--- src/rtl/pc_fetch.sv ---
// pc_fetch: program counter and instruction-fetch stage.
// Holds the PC, fetches from instruction memory over a req/ready handshake,
// and presents each fetched instruction with its PC to decode. Branch and
// jump requests redirect the PC and drop any instruction in flight.
module pc_fetch #(
  parameter int                    ADDR_WIDTH  = 32,
  parameter int                    INSTR_WIDTH = 32,
  parameter logic [ADDR_WIDTH-1:0] RESET_PC    = '0
) (
  input  logic                   clock,
  input  logic                   reset_n,
  input  logic                   branch_taken,
  input  logic [ADDR_WIDTH-1:0]  branch_base,
  input  logic [ADDR_WIDTH-1:0]  branch_offset,
  input  logic                   jump,
  input  logic [ADDR_WIDTH-1:0]  jump_target,
  input  logic                   stall,
  output logic                   imem_req,
  output logic [ADDR_WIDTH-1:0]  imem_addr,
  input  logic                   imem_ready,
  input  logic [INSTR_WIDTH-1:0] imem_rdata,
  output logic                   instr_valid,
  output logic [INSTR_WIDTH-1:0] instr,
  output logic [ADDR_WIDTH-1:0]  instr_pc
);

  typedef enum logic [1:0] {
    S_START = 2'd0,
    S_FETCH = 2'd1,
    S_HOLD  = 2'd2
  } state_t;

  localparam logic [ADDR_WIDTH-1:0] C_WORD       = ADDR_WIDTH'(4);
  localparam logic [ADDR_WIDTH-1:0] C_ALIGN_MASK = ~ADDR_WIDTH'(3);

  state_t                   r_state;
  state_t                   w_next_state;
  logic [ADDR_WIDTH-1:0]    r_pc;
  logic [INSTR_WIDTH-1:0]   r_instr;
  logic [ADDR_WIDTH-1:0]    r_instr_pc;

  logic                     w_redirect;
  logic                     w_capture;
  logic                     w_consume;
  logic [ADDR_WIDTH-1:0]    w_branch_sum;
  logic [ADDR_WIDTH-1:0]    w_target_raw;
  logic [ADDR_WIDTH-1:0]    w_target;

  // Redirects only count once the fetcher is running; jump beats branch.
  // Offset is in words, so shift before adding; sums wrap naturally.
  assign w_redirect   = (r_state != S_START) && (jump || branch_taken);
  assign w_branch_sum = branch_base + C_WORD + (branch_offset << 2);
  assign w_target_raw = jump ? jump_target : w_branch_sum;
  assign w_target     = w_target_raw & C_ALIGN_MASK;

  // A response that coincides with a redirect is discarded.
  assign w_capture = (r_state == S_FETCH) && imem_ready && !w_redirect;
  assign w_consume = (r_state == S_HOLD) && !stall && !w_redirect;

  // State register.
  always_ff @(posedge clock or negedge reset_n) begin
    if (!reset_n) begin
      r_state <= S_START;
    end else begin
      r_state <= w_next_state;
    end
  end

  // Next-state selection: START runs once after reset, then FETCH/HOLD alternate.
  always_comb begin
    w_next_state = r_state;
    case (r_state)
      S_START: w_next_state = S_FETCH;
      S_FETCH: begin
        if (w_redirect)      w_next_state = S_FETCH;
        else if (imem_ready) w_next_state = S_HOLD;
        else                 w_next_state = S_FETCH;
      end
      S_HOLD: begin
        if (w_redirect || !stall) w_next_state = S_FETCH;
        else                      w_next_state = S_HOLD;
      end
      default: w_next_state = S_START;
    endcase
  end

  // Outputs are decoded from state and PC only, so no input reaches an output combinationally.
  always_comb begin
    imem_req    = (r_state == S_FETCH);
    instr_valid = (r_state == S_HOLD);
    imem_addr   = r_pc;
    instr       = r_instr;
    instr_pc    = r_instr_pc;
  end

  // Program counter: redirect target, or next word once the held instruction is consumed.
  always_ff @(posedge clock or negedge reset_n) begin
    if (!reset_n) begin
      r_pc <= RESET_PC;
    end else if (w_redirect) begin
      r_pc <= w_target;
    end else if (w_consume) begin
      r_pc <= r_pc + C_WORD;
    end
  end

  // Presented instruction and its address, captured on an accepted fetch.
  always_ff @(posedge clock or negedge reset_n) begin
    if (!reset_n) begin
      r_instr    <= '0;
      r_instr_pc <= RESET_PC;
    end else if (w_capture) begin
      r_instr    <= imem_rdata;
      r_instr_pc <= r_pc;
    end
  end

endmodule

--- config.mk ---
export PLATFORM = sky130hd
export DESIGN_NAME = pc_fetch
export DESIGN_NICKNAME = d
export VERILOG_FILES = /design/src/rtl/pc_fetch.sv
export SDC_FILE = /design/constraint.sdc
export NUM_CORES = 1
export LEC_CHECK = 0
export CORE_MARGIN = 5
export CORE_UTILIZATION = 40
export DETAILED_ROUTE_END_ITERATION = 6
export PLACE_DENSITY = 0.81
export SLEW_MARGIN = 20
export SYNTH_ARGS = -nofsm -noshare
export SYNTH_HDL_FRONTEND = slang
export SYNTH_SLANG_ARGS = --single-unit
--- constraint.sdc ---
create_clock -name clock -period 2.4 [get_ports clock]
set_input_delay 0.48 -clock clock [delete_from_list [all_inputs] [get_ports clock]]
set_output_delay 0.48 -clock clock [all_outputs]
set_load 0.01 [all_outputs]
==> results of run 1 <==
## flip-flops by register name, summed over array words and instances, names as in the netlist
name	flops
instr	32
imem_addr	30
instr_pc	30
r_state	2
## worst min-delay path by stage
stage / startpoint / to / slack, ns
global placement: instr[24]$_DFFE_PN0P_ / instr[24]$_DFFE_PN0P_ / 0.49
floorplan: reset_n / imem_addr[10]$_DFFE_PN0P_ / 0.18
detailed placement: instr[22]$_DFFE_PN0P_ / instr[22]$_DFFE_PN0P_ / 0.49
finish: reset_n / instr[1]$_DFFE_PN0P_ / 0.15
CTS: reset_n / instr[1]$_DFFE_PN0P_ / 0.17
global route: reset_n / instr[1]$_DFFE_PN0P_ / 0.20
## critical path: stages
cell and delay, ns:
sky130_fd_sc_hd__clkdlybuf4s50_1 0.41, sky130_fd_sc_hd__ha_1 0.33, sky130_fd_sc_hd__ha_4 0.30, sky130_fd_sc_hd__inv_2 0.06, sky130_fd_sc_hd__a2111oi_4 0.44, sky130_fd_sc_hd__nor3_2 0.12
sky130_fd_sc_hd__nor4_2 0.29, sky130_fd_sc_hd__o2111ai_1 0.19, sky130_fd_sc_hd__mux2i_1 0.16, sky130_fd_sc_hd__a211oi_2 0.20
## per-stage QoR
| stage | utilization | power (mW) | cells | area [µm²] |
|---|---|---|---|---|
| floorplan | - | 3.68 | 604 | 6360 |
| global placement | 0.625 | 5.42 | 1085 | 9470 |
| detailed placement | 0.625 | 5.51 | 1085 | 9470 |
| CTS | 0.688 | 7.21 | 1111 | 10400 |
| global route | 0.697 | 7.66 | 1116 | 10600 |
| finish | 0.697 | 7.25 | 1117 | 10600 |
## layout by cell type, fill, tap and decap left out, types with 8 or more instances in the layout
cell / instances
sky130_fd_sc_hd__clkdlybuf4s50_1: 170
sky130_fd_sc_hd__buf_4: 110
sky130_fd_sc_hd__dfrtp_1: 94
sky130_fd_sc_hd__mux2_2: 63
sky130_fd_sc_hd__ha_4: 50
sky130_fd_sc_hd__a21oi_1: 34
sky130_fd_sc_hd__nor2_1: 33
sky130_fd_sc_hd__dlygate4sd2_1: 32
sky130_fd_sc_hd__nand2_1: 31
sky130_fd_sc_hd__xnor2_1: 23
sky130_fd_sc_hd__xor2_1: 22
sky130_fd_sc_hd__o21ai_0: 20
sky130_fd_sc_hd__nand4_1: 15
sky130_fd_sc_hd__nand3_1: 14
sky130_fd_sc_hd__a21o_1: 10
sky130_fd_sc_hd__a21oi_2: 10
sky130_fd_sc_hd__or3_1: 10
sky130_fd_sc_hd__a211oi_1: 10
sky130_fd_sc_hd__clkbuf_16: 9
sky130_fd_sc_hd__ha_1: 8
## power by group through the flow
stage          Clock (mW)  Sequential (mW)  Combinational, mW
5_1_grt              1.58             2.43               3.65
3_5_place_dp            0             2.40               3.11
2_1_floorplan           0             2.57               1.11
6_report             1.48             2.36               3.40
4_1_cts              1.51             2.37               3.33
3_3_place_gp            0             2.37               3.05
## cell families (layout without fill, tap and decap cells)
family,Yosys count,after routing,share of synthesized area
compound gates,138,138,0.143
xor+xnor,47,47,0.0671
fa+ha+maj,59,59,0.122
buf+inv,34,358,0.0245
flops,94,94,0.384
mux,70,70,0.127
other cells,1,5,0.000612
simple gates,158,158,0.132
## repair_timing
| action | in CTS | in global routing |
|---|---|---|
| gates resized for setup | 164 | 24 |
| pin swaps | 87 | 22 |
| setup buffers | 11 | 6 |
| endpoints found under the setup margin | 24 | 19 |
| cloned | 0 | 0 |
## cell type report
class                      instances  share of cell area
multi-input combinational        476               0.434
clock buffer                       9              0.0213
clock inverter                     6             0.00817
sequential                        94               0.223
tap                              188              0.0223
timing repair buffer             335               0.288
inverter                           8             0.00284
antenna                            1            0.000237
## per-layer routing
layer,part of all wire,track usage,up-vias,wire [µm]
met4,0.019,0.0691,0,382
met3,0.079,0.0521,32,1590
met2,0.49,0.373,243,9910
li1,-,-,2863,-
met5,0,0,-,0
met1,0.41,0.276,2814,8370
==> results.txt, run 1 <==
----------------------------------------------------
[Run status]
  Run status ... complete, but fails checks
  Failing checks ... setup timing

[Layout]
  Layout overhead on the synthesized area ... 72.3%
  Combined flip-flop and latch cell area ... 0.00235 mm²
  Fraction of final layout cells sized beyond drive strength 1 ... 0.338
  FILL cells ... 1077
  Area of combinational cells with multiple inputs ... 0.00459 mm²
  Nets ... 1117

[Yosys]
  Number of different library cells in the post-synthesis netlist ... 55
  List of most frequent post-synthesis cells ... 94 x sky130_fd_sc_hd__dfrtp_1, 64 x sky130_fd_sc_hd__mux2_2, 58 x sky130_fd_sc_hd__ha_1, 47 x sky130_fd_sc_hd__a21oi_1, 40 x sky130_fd_sc_hd__nand2_1
  Number of enable flip-flop cells after synthesis ... 0
  Most used DFF post-synth ... sky130_fd_sc_hd__dfrtp_1
  Fraction of registers with async set/reset ... 1.00
  Top post-synthesis cells by area ... sky130_fd_sc_hd__dfrtp_1 38%, sky130_fd_sc_hd__ha_1 12%, sky130_fd_sc_hd__mux2_2 12%
  Synth warn ... 0
  Register area share after synthesis ... 0.384
  Share of Yosys cell area claimed by the top area cell type ... 0.384
  Most common cell in the netlist ... sky130_fd_sc_hd__dfrtp_1
  Cell type with the largest total area after synthesis ... sky130_fd_sc_hd__dfrtp_1
  Count of mapped cells out of synthesis ... 601
  Avg Inst Size Synth ... 10.2 µm²
  Synth Register Bits ... 94
  Post-synth design cell area ... 0.00613 mm²

[Placement]
  Number of port buffers ... 221
  Post-placement worst setup slack ... -1.01 ns
  Placer's final routability congestion estimate ... 0.879
  Sum of net half-perimeters after detailed placement ... 15500 µm

[Worst setup path]
  Signal arrival time at the worst endpoint ... 2.95 ns
  CP max FO ... 3
  R2R cell count ... 9
  CP Capture Type ... flop
  Critical path origin ... branch_offset[12]
  Worst flop-to-flop path endpoint ... imem_addr[27]$_DFFE_PN0P_
  CP Launch Type ... primary input
  Path type of the worst setup path ... in2reg
  Critical path destination ... imem_addr[31]$_DFFE_PN0P_
  Required time at the endpoint of the critical path ... 2.65 ns
  Register-to-register path setup slack ... 0.23 ns
  Worst r2r src ... imem_addr[5]$_DFFE_PN0P_

[Clocking]
  Hold buffers post-CTS ... 0
  Max clock buf depth ... 2
  Number of buffers created by CTS ... 9
  Clock-pin slew reported for the worst setup and hold paths after clock tree synthesis ... 0.06 ns
  Buffer type at the clock tree root ... sky130_fd_sc_hd__clkbuf_16
  Clock net sink count ... 94
  Clock network latency to the later pin of the worst-skew pair ... 0.33 ns
  Htree depth ... 3
  CTS tree ... built

[Pwr]
  Clock network fraction of design power ... 0.204
  Cell leakage power ... 4.32 nW
  Part of the power in registers ... 0.326
  Worst VDD drop ... 0.330 mV
  Switching Fraction ... 0.318
  Cell-internal power ... 4.94 mW
  Pwr/cell area ... 686 mW/mm²
  Total net switching power ... 2.31 mW
  Logic pwr share ... 0.470

[Timing]
  Fin. Hold Viols ... 0
  Worst slew margin ... 0.587
  Number of endpoints failing setup at the final stage ... 17
  Setup clock skew after layout ... 0.00397 ns
  Max Freq ... 370 MHz
  Tmin final ... 2.71 ns
  Setup WS post-layout ... -0.306 ns
  Unrepaired setup endpoints after global routing ... true
  Worst slew pin tran ... 0.620 ns
  Setup tns final ... -3.09 ns
  Final-report max-slew violation count ... 0
  Worst-case hold slack ... 0.150 ns
  Share of the clock period used by the worst path after layout ... 1.13

[Drt]
  Final wirelength ... 20300 µm
  Number of DRC violations after detailed routing ... 0
  Final routed wire length divided by cell count ... 18.1 µm
  Iter 0 DRT Violations ... 222
  Detail-routed via count per cell ... 5.33
  Via Count ... 5952
  Number of nets with antenna violations after routing ... 0
  Pre-Repair DR Iteration Count ... 5

[Floorplan]
  Std-Cell Core Area ... 0.0151 mm²
  IO Pins ... 232
  Standard-cell row count ... 45
  Width of the die ... 134 µm
  Starting density of the core ... 0.405
  Die Span Y ... 134 µm
  Die Area ... 0.0179 mm²

[Global routing]
  Global-route wire length before repair ... 31600 µm
  Initial antenna violation count ... 1
  Pin count of the biggest net entering global routing ... 50
  Total GRT Usage ... 0.219
  Via count of the first global-routing pass ... 6069
  Sum of overflow across all layers after global routing ... 0

[Min path]
  Path class of the lowest-slack min-delay path ... in2async

[Flow run]
  # Max-Cap Violations ... 0

----------------------------------------------------
No activity file was read; power rests on OpenSTA's default activity.
==> run 2, diff against run 1 <==
--- a/config.mk
+++ b/config.mk
@@ -5,6 +5,7 @@
 export SDC_FILE = /design/constraint.sdc
 export NUM_CORES = 1
 export LEC_CHECK = 0
+export CORE_ASPECT_RATIO = 0.9
 export CORE_MARGIN = 5
 export CORE_UTILIZATION = 40
 export DETAILED_ROUTE_END_ITERATION = 6
==> results.txt, run 2 (same netlist as run 1, synthesis figures left out) <==
----------------------------------------------------
[Worst setup path]
  Critical path's slowest cell ... sky130_fd_sc_hd__fa_2
  Cell repeated most along the worst path ... sky130_fd_sc_hd__ha_4
  R2R cell count ... 9
  Register-to-register path setup slack ... 0.25 ns
  Required time at the endpoint of the critical path ... 2.67 ns
  Signal arrival time at the worst endpoint ... 2.91 ns
  Path type of the worst setup path ... in2reg
  CP Launch Type ... primary input
  CP max FO ... 3
  Critical path, cell by cell ... buf_6, ha_4, ha_4, fa_2, a21oi_2, nand4b_1, a2111oi_4, buf_4, o21bai_4, a31oi_4, a221oi_2, mux2i_1, o311a_1
  CP Capture Type ... flop
  Worst flop-to-flop path endpoint ... imem_addr[24]$_DFFE_PN0P_
  Worst r2r src ... imem_addr[12]$_DFFE_PN0P_
  Worst stage delay on the critical path ... 0.35 ns

[Layout]
  Commonest cells after routing, fill and taps aside ... 168 x sky130_fd_sc_hd__clkdlybuf4s50_1, 99 x sky130_fd_sc_hd__buf_4, 94 x sky130_fd_sc_hd__dfrtp_1
  Layout overhead on the synthesized area ... 71.6%
  Fraction of final layout cells sized beyond drive strength 1 ... 0.339
  Max FFs per register ... 32
  Final cell count without fillers ... 1123
  Nets ... 1108
  Most frequent standard cell in the layout excluding fill and tap cells ... sky130_fd_sc_hd__clkdlybuf4s50_1
  Post-route core utilization ... 0.691
  Design area ... 0.0105 mm²
  FILL cells ... 1110

[Drt]
  Detail-routed via count per cell ... 5.23
  Final routed wire length divided by cell count ... 18.3 µm
  Iter 0 DRT Violations ... 301
  Number of nets with antenna violations after routing ... 0
  Via Count ... 5875
  Number of DRC violations after detailed routing ... 0
  Final wirelength ... 20600 µm
  Pre-Repair DR Iteration Count ... 4

[Flow run]
  # Max-Cap Violations ... 0

[Timing]
  Share of the clock period used by the worst path after layout ... 1.10
  Tmin final ... 2.64 ns
  Setup clock skew after layout ... 0.0119 ns
  Worst-case hold slack ... 0.136 ns
  Worst slew pin tran ... 0.587 ns
  Fin. Hold Viols ... 0
  Worst slew margin ... 0.609
  Setup tns final ... -1.91 ns
  Max Freq ... 379 MHz
  Final-report max-slew violation count ... 0
  Number of endpoints failing setup at the final stage ... 15
  Setup WS post-layout ... -0.239 ns
  Unrepaired setup endpoints after global routing ... true

[Floorplan]
  Die Span Y ... 127 µm
  Starting density of the core ... 0.403
  Width of the die ... 141 µm
  Standard-cell row count ... 43
  IO Pins ... 232
  Std-Cell Core Area ... 0.0152 mm²
  Die Area ... 0.0179 mm²

[Clocking]
  Clock-pin slew reported for the worst setup and hold paths after clock tree synthesis ... 0.07 ns
  Number of buffers created by CTS ... 9
  CTS tree ... built
  Clock net sink count ... 94
  Max clock buf depth ... 2
  Htree depth ... 3
  Clock network latency to the later pin of the worst-skew pair ... 0.33 ns
  Hold buffers post-CTS ... 0
  Buffer type at the clock tree root ... sky130_fd_sc_hd__clkbuf_16

[Global routing]
  Total GRT Usage ... 0.222
  Via count of the first global-routing pass ... 6225
  Initial antenna violation count ... 1
  Global-route wire length before repair ... 32200 µm
  Pin count of the biggest net entering global routing ... 44
  Sum of overflow across all layers after global routing ... 0

[Placement]
  Inst Count DP ... 1098
  Number of port buffers ... 221
  Sum of net half-perimeters after detailed placement ... 15500 µm
  Instance area after placement ... 0.00948 mm²
  Placer's final routability congestion estimate ... 0.879

[Pwr]
  Worst VDD drop ... 0.377 mV
  Cell leakage power ... 4.27 nW
  Pwr/cell area ... 676 mW/mm²

[Run status]
  Run status ... complete, but fails checks
  Failing checks ... setup timing

[Min path]
  Path class of the lowest-slack min-delay path ... in2async

----------------------------------------------------
run 2: layout make-up:
class                   instances  area (µm²)  area share
diodes                          1        2.50    0.000238
multi-input cells             476        4610       0.438
repair buffers                326        2990       0.284
well taps                     202         253      0.0240
clock buffers                  11         243      0.0231
flip-flops and latches         94        2350       0.224
inverters                       8        30.0     0.00285
clock inverters                 5        43.8     0.00416
run 2: worst max path at each step:
stage	slack [ns]	end	cells after the start	from
after floorplan	-0.29	imem_addr[29]$_DFFE_PN0P_	11	branch_base[3]
after global placement	-0.94	imem_addr[29]$_DFFE_PN0P_	12	branch_base[3]
after detailed placement	-1.06	imem_addr[29]$_DFFE_PN0P_	12	branch_base[3]
after CTS	-0.21	imem_addr[29]$_DFFE_PN0P_	13	branch_offset[1]
after global routing	-0.36	imem_addr[31]$_DFFE_PN0P_	12	branch_base[3]
final	-0.24	imem_addr[29]$_DFFE_PN0P_	13	branch_offset[1]
run 2: report_power, final:
part,switching [mW],leakage (nW),internal (mW)
sequential,0.317,1.10,2.03
combinational,1.43,3.03,1.99
clock,0.608,0.134,0.742
total,2.35,4.27,4.76
run 2: layer usage:
metal,vias to the layer above,part of all wire,global-route usage
met5,-,0.00053,0
met4,2,0.021,0.0615
met3,36,0.062,0.0464
met2,215,0.49,0.381
met1,2794,0.42,0.285
li1,2828,-,-
run 2: worst max-delay path, delay by kind of cell:
kind	cells	cell delay (ns)
AOI/OAI and AO/OA	6	0.98
adders and majority gates	3	0.75
muxes	1	0.24
buffers and inverters	2	0.26
and+or+nand+nor	1	0.20
run 2: what timing repair did:
action                                  4_1_cts  5_1_grt
gates resized for setup                     181       24
endpoints found under the setup margin       24       20
buffers inserted                              8        2
pin swaps                                    96       22
run 2: stage by stage:
step / setup slack [ns] / power [mW]
CTS: -0.205 / 7.06
detailed placement: -1.06 / 5.50
floorplan: -0.291 / 3.68
global placement: -0.935 / 5.40
finish: -0.239 / 7.12
global route: -0.356 / 7.51
